--- src/rtl/mfx_pkg.sv ---
// mfx_pkg: shared state encodings and opcode constants for the Mini SRC move sequencer
package mfx_pkg;
   localparam int STATE_W = 3;
   typedef enum logic [STATE_W-1:0] {
      IDLE = 3'd0,
      T0   = 3'd1,
      T1   = 3'd2,
      T2   = 3'd3,
      T3   = 3'd4
   } state_t;
   localparam logic [4:0] OP_MFHI = 5'b10111;
   localparam logic [4:0] OP_MFLO = 5'b11000;
   localparam logic [4:0] OP_MTHI = 5'b10101;
   localparam logic [4:0] OP_MTLO = 5'b10110;
endpackage

--- src/rtl/mfx_t3_decode.sv ---
// mfx_t3_decode: combinational execute-step strobes for mfhi/mflo/mthi/mtlo
module mfx_t3_decode
   import mfx_pkg::*;
#(
   parameter int OP_W = 5
)(
   input  logic            i_t3,
   input  logic [OP_W-1:0] i_opcode,
   output logic            o_gra,
   output logic            o_rin,
   output logic            o_rout,
   output logic            o_hiout,
   output logic            o_loout,
   output logic            o_hien,
   output logic            o_loen,
   output logic            o_illegal
);
   logic w_mfhi, w_mflo, w_mthi, w_mtlo, w_legal;
   assign w_mfhi    = i_opcode == OP_W'(OP_MFHI);
   assign w_mflo    = i_opcode == OP_W'(OP_MFLO);
   assign w_mthi    = i_opcode == OP_W'(OP_MTHI);
   assign w_mtlo    = i_opcode == OP_W'(OP_MTLO);
   assign w_legal   = w_mfhi | w_mflo | w_mthi | w_mtlo;
   assign o_gra     = i_t3 & w_legal;
   assign o_rin     = i_t3 & (w_mfhi | w_mflo);
   assign o_rout    = i_t3 & (w_mthi | w_mtlo);
   assign o_hiout   = i_t3 & w_mfhi;
   assign o_loout   = i_t3 & w_mflo;
   assign o_hien    = i_t3 & w_mthi;
   assign o_loen    = i_t3 & w_mtlo;
   assign o_illegal = i_t3 & ~w_legal;
endmodule

--- src/rtl/mfx_control_sequencer.sv ---
// mfx_control_sequencer: Moore fetch/execute strobe sequencer for Mini SRC special-register moves
module mfx_control_sequencer
   import mfx_pkg::*;
#(
   parameter int OP_W    = 5,
   parameter int MEM_LAT = 1,
   parameter int CNT_W   = 4
)(
   input  logic               clk,
   input  logic               clr,
   input  logic               start,
   input  logic               run,
   input  logic [OP_W-1:0]    ir_opcode,
   output logic               Pout,
   output logic               MARen,
   output logic               PCinc,
   output logic               Read,
   output logic               MDRen,
   output logic               MDROut,
   output logic               IRen,
   output logic               Gra,
   output logic               Rin,
   output logic               Rout,
   output logic               HIout,
   output logic               LOout,
   output logic               HIen,
   output logic               LOen,
   output logic               busy,
   output logic               done,
   output logic               illegal,
   output logic [STATE_W-1:0] state
);
   state_t           r_state;
   logic [CNT_W-1:0] r_cnt;
   logic             w_t0, w_t1, w_t2, w_t3;
   always_ff @(posedge clk) begin
      if (clr) begin
         r_state <= IDLE;
         r_cnt   <= '0;
      end else begin
         case (r_state)
            IDLE: if (start) r_state <= T0;
            T0: begin
               r_state <= T1;
               r_cnt   <= '0;
            end
            T1: begin
               r_cnt <= r_cnt + 1'b1;
               if (r_cnt == CNT_W'(MEM_LAT - 1)) r_state <= T2;
            end
            T2: r_state <= T3;
            T3: r_state <= run ? T0 : IDLE;
            default: r_state <= IDLE;
         endcase
      end
   end
   assign w_t0   = r_state == T0;
   assign w_t1   = r_state == T1;
   assign w_t2   = r_state == T2;
   assign w_t3   = r_state == T3;
   assign Pout   = w_t0;
   assign MARen  = w_t0;
   assign PCinc  = w_t0;
   assign Read   = w_t1;
   assign MDRen  = w_t1;
   assign MDROut = w_t2;
   assign IRen   = w_t2;
   // unreachable encodings fall outside every decode, so they read as not busy
   assign busy   = w_t0 | w_t1 | w_t2 | w_t3;
   assign done   = w_t3;
   assign state  = r_state;
   mfx_t3_decode #(.OP_W(OP_W)) u_t3 (
      .i_t3      (w_t3),
      .i_opcode  (ir_opcode),
      .o_gra     (Gra),
      .o_rin     (Rin),
      .o_rout    (Rout),
      .o_hiout   (HIout),
      .o_loout   (LOout),
      .o_hien    (HIen),
      .o_loen    (LOen),
      .o_illegal (illegal)
   );
endmodule
--- config.mk ---
export PLATFORM = sky130hd
export DESIGN_NAME = mfx_control_sequencer
export DESIGN_NICKNAME = d
export VERILOG_FILES = /design/src/rtl/mfx_pkg.sv /design/src/rtl/mfx_t3_decode.sv /design/src/rtl/mfx_control_sequencer.sv
export SDC_FILE = /design/constraint.sdc
export NUM_CORES = 1
export LEC_CHECK = 0
export ABC_AREA = 0
export CORE_MARGIN = 5
export CORE_UTILIZATION = 32
export CTS_CLUSTER_DIAMETER = 40
export DETAILED_ROUTE_END_ITERATION = 7
export GPL_ROUTABILITY_DRIVEN = 0
export PLACE_DENSITY = 0.72
export SYNTH_ARGS = -nofsm -noshare
export SYNTH_HDL_FRONTEND = slang
export SYNTH_SLANG_ARGS = --single-unit
--- constraint.sdc ---
create_clock -name clk -period 2.1 [get_ports clk]
set_clock_uncertainty 0.15 [all_clocks]
set_input_delay 0.63 -clock clk [delete_from_list [all_inputs] [get_ports clk]]
set_output_delay 0.63 -clock clk [all_outputs]
set_load 0.01 [all_outputs]
Word level (Yosys, flattened, before mapping)
Index checks and enable logic that the tools add are counted.
{ "totals": {"register_bits": 7, "latch_bits": 0, "mem_bits_rw": 0, "romBits": 0, "inputBits": 9, "output_inout_bits": 20, "elab_cells": 38, "memories": 0} }
{ "classes": {"add_sub_neg": 1, "multipliers": 0, "n_div": 0, "n_lt_le_gt_ge": 0, "eq_ne": 10, "shifts": 0, "n_mux": 5, "bitwise_logic": 16, "n_reduce_logical": 4} }
{ "ops": {"columns": ["op", "n"], "rows": [
  ["== test 5 bit (second input constant)", 4],
  ["case mux 3 bit (5 select lines)", 1],
  ["bitwise AND 1 bit", 8],
  ["case mux 4 bit (2 select lines)", 1],
  ["OR 1 bit", 7],
  ["== test 3 x 2 -> 1 bit (second input constant)", 2],
  ["two-way mux 3 bit", 2],
  ["adder 4 x 1 -> 4 bit (second input constant)", 1],
  ["zero test 4 bit", 1],
  ["== test 3 x 1 -> 1 bit (second input constant)", 1],
  ["== test 3 bit (second input constant)", 1],
  ["zero test 3 bit", 1],
  ["inequality test 2 x 1 -> 1 bit (second input constant)", 1],
  ["inequality test 2 bit (second input constant)", 1],
  ["AND reduction 2 bit", 1],
  ["nonzero test 2 bit", 1],
  ["two-way mux 1 bit", 1],
  ["inverter 1 bit", 1]
]} }

Logic depth before layout (Yosys ltp)
{ "logic_depth": {"depth_word": 6, "depth_mapped": 5, "ltp_nobuf": 5} }

Modules after synthesis
From an unflattened synthesis, not the netlist that was laid out.
{ "hier_totals": {"cells_unflattened": 65, "area_unflattened_um2": 538.0} }
{ "by_module_without_submodules": {"columns": ["mod", "n_inst", "cells_each", "area_per_inst_um2", "seq_area_each_um2"], "rows": [
  ["mfx_control_sequencer", 1, 46, 415.4, 140.1],
  ["mfx_t3_decode", 1, 19, 122.6, 0.0]
]} }

Worst setup path before layout
OpenSTA, ideal clock, no wires.
{ "synth_path": {"path_type": "input-to-output", "startpoint": "input ir_opcode[1]", "endpoint": "output Gra", "arrival_time_ns": 1.510, "t_required_ns": 1.320, "path_slack_ns": -0.190, "path_stages": 3, "n_path_buf": 0, "path_cell_list": "or4b_1 > o21ai_0 > nor2b_1"} }
{ "synth_via": {"elab_chain_cells": 5, "elab_cells_between_ends": 8, "classes_between": "eq/ne: 4; bitwise: 4"} }
{ "synth_lines": {"columns": ["element", "line", "text"], "rows": [
  ["from (decl)", "mfx_control_sequencer.sv:13", "input logic [OP_W-1:0] ir_opcode,"],
  ["== test 5 bit (on tied branches)", "mfx_t3_decode.sv:19, mfx_t3_decode.sv:20", null],
  ["OR 1 bit (2 in series)", "mfx_t3_decode.sv:23", "assign w_legal = w_mfhi | w_mflo | w_mthi | w_mtlo;"],
  ["OR 1 bit *", "mfx_t3_decode.sv:23", null],
  ["bitwise AND 1 bit *", "mfx_t3_decode.sv:24", "assign o_gra = i_t3 & w_legal;"],
  ["to (decl)", "mfx_control_sequencer.sv:21", "output logic Gra,"]
]} }
Every way passes the cells marked *; elsewhere a longest branch is shown, timed or not.

Final worst setup path
Ends and elaborated chain as after synthesis.

==> results.cfg <==
[sta]
fin_ws_ps = -309
slew_headroom_pct = 75.7
worstMarginPinSlew_ps = 356
min_period_ps = 2410
rsz0062_at_grt = yes
period_share_pct = 115
max_freq_mhz = 415
slew_violations = 0
finalHoldViolations = 0
setup_viol = 6

[finish]
diodes = 0
fin_util_pct = 62.7
final_cell_area_um2 = 945
fin_nets = 116
fill_cells = 128
drive_gt1_share_pct = 53.8
syn_to_final_growth_pct = 86.9
fin_cells = 120

[logic_synthesis]
syn_nets = 75
syn_area_um2 = 505
ys_seq_elements = 7
synth_area_per_cell_um2 = 7.90
ys_seq_area_share_pct = 27.7
synthCells = 64
synth_cell_types = 28
synth_warnings = 0

[drt]
drt_wl_total_um = 1610
vias = 610
avgViaCountPerCell = 5.08
first_pass_iters = 4
drtIter0Drc = 31
wl_per_cell_um = 13.4
drc = 0
drtAntennaViolNets = 0

[worst_setup_path]
cp.arrival_ps = 1630
start_kind = input port
required_ps = 1320
end_kind = output pin
crit_type = input port to output pin
cpMostUsedCell = buf_6
cp_max_fo = 3
max_stage_delay_ps = 560
cp_cell_sequence = buf_6 -> or4b_4 -> o21ai_2 -> nor2b_4 -> buf_6
crit_family = simple AND/OR/NAND/NOR gates
path_buf_inv = 2
cp_slowest_cell = or4b_4

[floorplanning]
core_mm2 = 0.00151
rows = 14
dieWidth_um = 49.7
die_h_um = 49.7
dieArea_mm2 = 0.00247
initial_utilization_pct = 33.6
io_pins = 29

[power]
pwr-share-clk_pct = 26.8
switchingPower_uw = 151
combPwrFrac_pct = 40.6
switching_share_pct = 31.5
p_int_uw = 328
power_leakage_nw = 0.482
ir_worst_vdd_mv = 0.273
power_density_mw_per_mm2 = 507
seq_power_share_pct = 32.6
power_uw = 479

[flow_run]
cap_violations = 0

[clock_tree]
cts_buffers = 3
cts_buffer_depth = 2
clock_latency_ps = 250
h-tree-depth = 1
numClockSinks = 7
clk_pin_slew_ps = 60
ctsRootBufferMaster = clkbuf_4
cts_hold_buf = 0
cts_tree = yes

[run_status]
violations = setup timing
outcome = complete, but fails checks

[placement]
place_area_um2 = 866
dp_hpwl_um = 1190
pre_cts_slack_ps = -1070
dp_cells = 113
port_buffers = 28

[global_routing]
grt_pass1_vias = 555
overflow = 0
grt_pass1_wl_um = 2460
grt_max_degree = 8
grt_antenna_before_repair = 0
grt_usage_pct = 12.4

[hold_path]
hold_path_class = flip-flop to flip-flop
## sequential cells by signal, indices dropped and copies added, names as in the netlist
register	count
r_cnt	4
state	3
## worst register-to-register path, stage by stage (launching register included)
cell      delay (ps)
dfxtp_2          330
buf_6            120
buf_4            140
or4b_1           490
a221oi_1         220
nor3b_2          200
## cells in the final DEF (no fill, tap or decap), types with 2 or more instances in the layout
cell type	Yosys	layout
buf_4	4	12
buf_6	1	10
buf_2	1	10
inv_1	5	5
nor2_1	6	4
dfxtp_1	7	4
a21oi_1	4	3
nand3_1	5	3
clkbuf_4	0	3
clkdlybuf4s50_1	0	3
dlygate4sd2_1	0	3
or3b_4	0	2
inv_4	0	2
nand2b_1	3	2
nor2b_4	0	2
nand3_2	0	2
nor2_2	0	2
xnor2_1	2	2
nor3_1	2	2
nand2_1	3	2
ha_1	2	2
dlymetal6s2s_1	0	2
dfxtp_2	0	2
## stage by stage
step           hold WS, ps  setup TNS (ps)
2_1_floorplan          285            -254
3_3_place_gp           313           -7910
3_5_place_dp           321           -8010
4_1_cts                331           -1080
5_1_grt                362           -1490
6_report               326           -1190
## power groups by stage
stage               clock network (mW)  registers [mW]  logic (mW)
finish                           0.128           0.156       0.195
global route                     0.140           0.157       0.209
CTS                              0.131           0.156       0.162
detailed placement                   0           0.155       0.176
global placement                     0           0.154       0.174
floorplan                            0           0.155      0.0834
## routing by layer
metal / track usage, % / wire [um]
met4: 5.24 / 17
met3: 3.31 / 70
met1: 14.6 / 670
met5: 0 / 0
met2: 21.0 / 847
## synthesized netlist by cell type
master,instances,area (um2)
nor2b_1,2,12.5
nand3_1,5,25.0
nor3b_2,1,12.5
a21oi_1,4,20.0
xnor2_1,2,17.5
o21ai_0,1,5.00
and3b_1,1,8.76
or4b_1,2,20.0
nor3_1,2,10.0
ha_1,2,25.0
nand2_1,3,11.3
nand2b_1,3,18.8
dfxtp_1,7,140
buf_2,1,5.00
a21boi_0,1,7.51
a2111oi_0,1,8.76
inv_2,2,7.51
and2_1,1,6.26
o41ai_1,1,8.76
buf_4,4,30.0
buf_6,1,11.3
o2111ai_1,1,8.76
a221oi_1,1,8.76
or3b_1,2,17.5
nor2_1,6,22.5
a41o_1,1,10.0
nor3b_1,1,7.51
inv_1,5,18.8
## kinds of logic (layout without fill, tap and decap cells)
| logic type | count (synthesis) | after routing | share of synthesized area [%] |
|---|---|---|---|
| simple gates | 29 | 29 | 34.2 |
| buf+inv | 13 | 53 | 14.4 |
| compound gates | 11 | 11 | 15.3 |
| flops | 7 | 7 | 27.7 |
| fa+ha+maj | 2 | 2 | 4.95 |
| xor+xnor | 2 | 2 | 3.47 |
## what timing repair did
item                                    4_1_cts  5_1_grt
endpoints found under the setup margin       20       16
gates resized for setup                      92       18
pin swaps                                     3        7
buffers inserted                              1        2
cloned                                        0        0
## worst paths after layout
kind,from,to,slack [ps],cells after the start
worst max-delay path,ir_opcode[1],Gra,-310,5
worst min-delay path,r_cnt[3],r_cnt[3],330,1
worst max register to register,state[2],state[0],360,5
worst min register to register,r_cnt[3],r_cnt[3],330,1
## final cells by class
type	count	area, um2	share of cell area [%]
Multi-Input combinational cell	44	365	38.7
Timing Repair Buffer	42	355	37.6
Sequential cell	7	146	15.5
Inverter	7	31.3	3.31
Clock buffer	4	26.3	2.78
Tap cell	16	20.0	2.12
(Power assumes the default switching activity.)
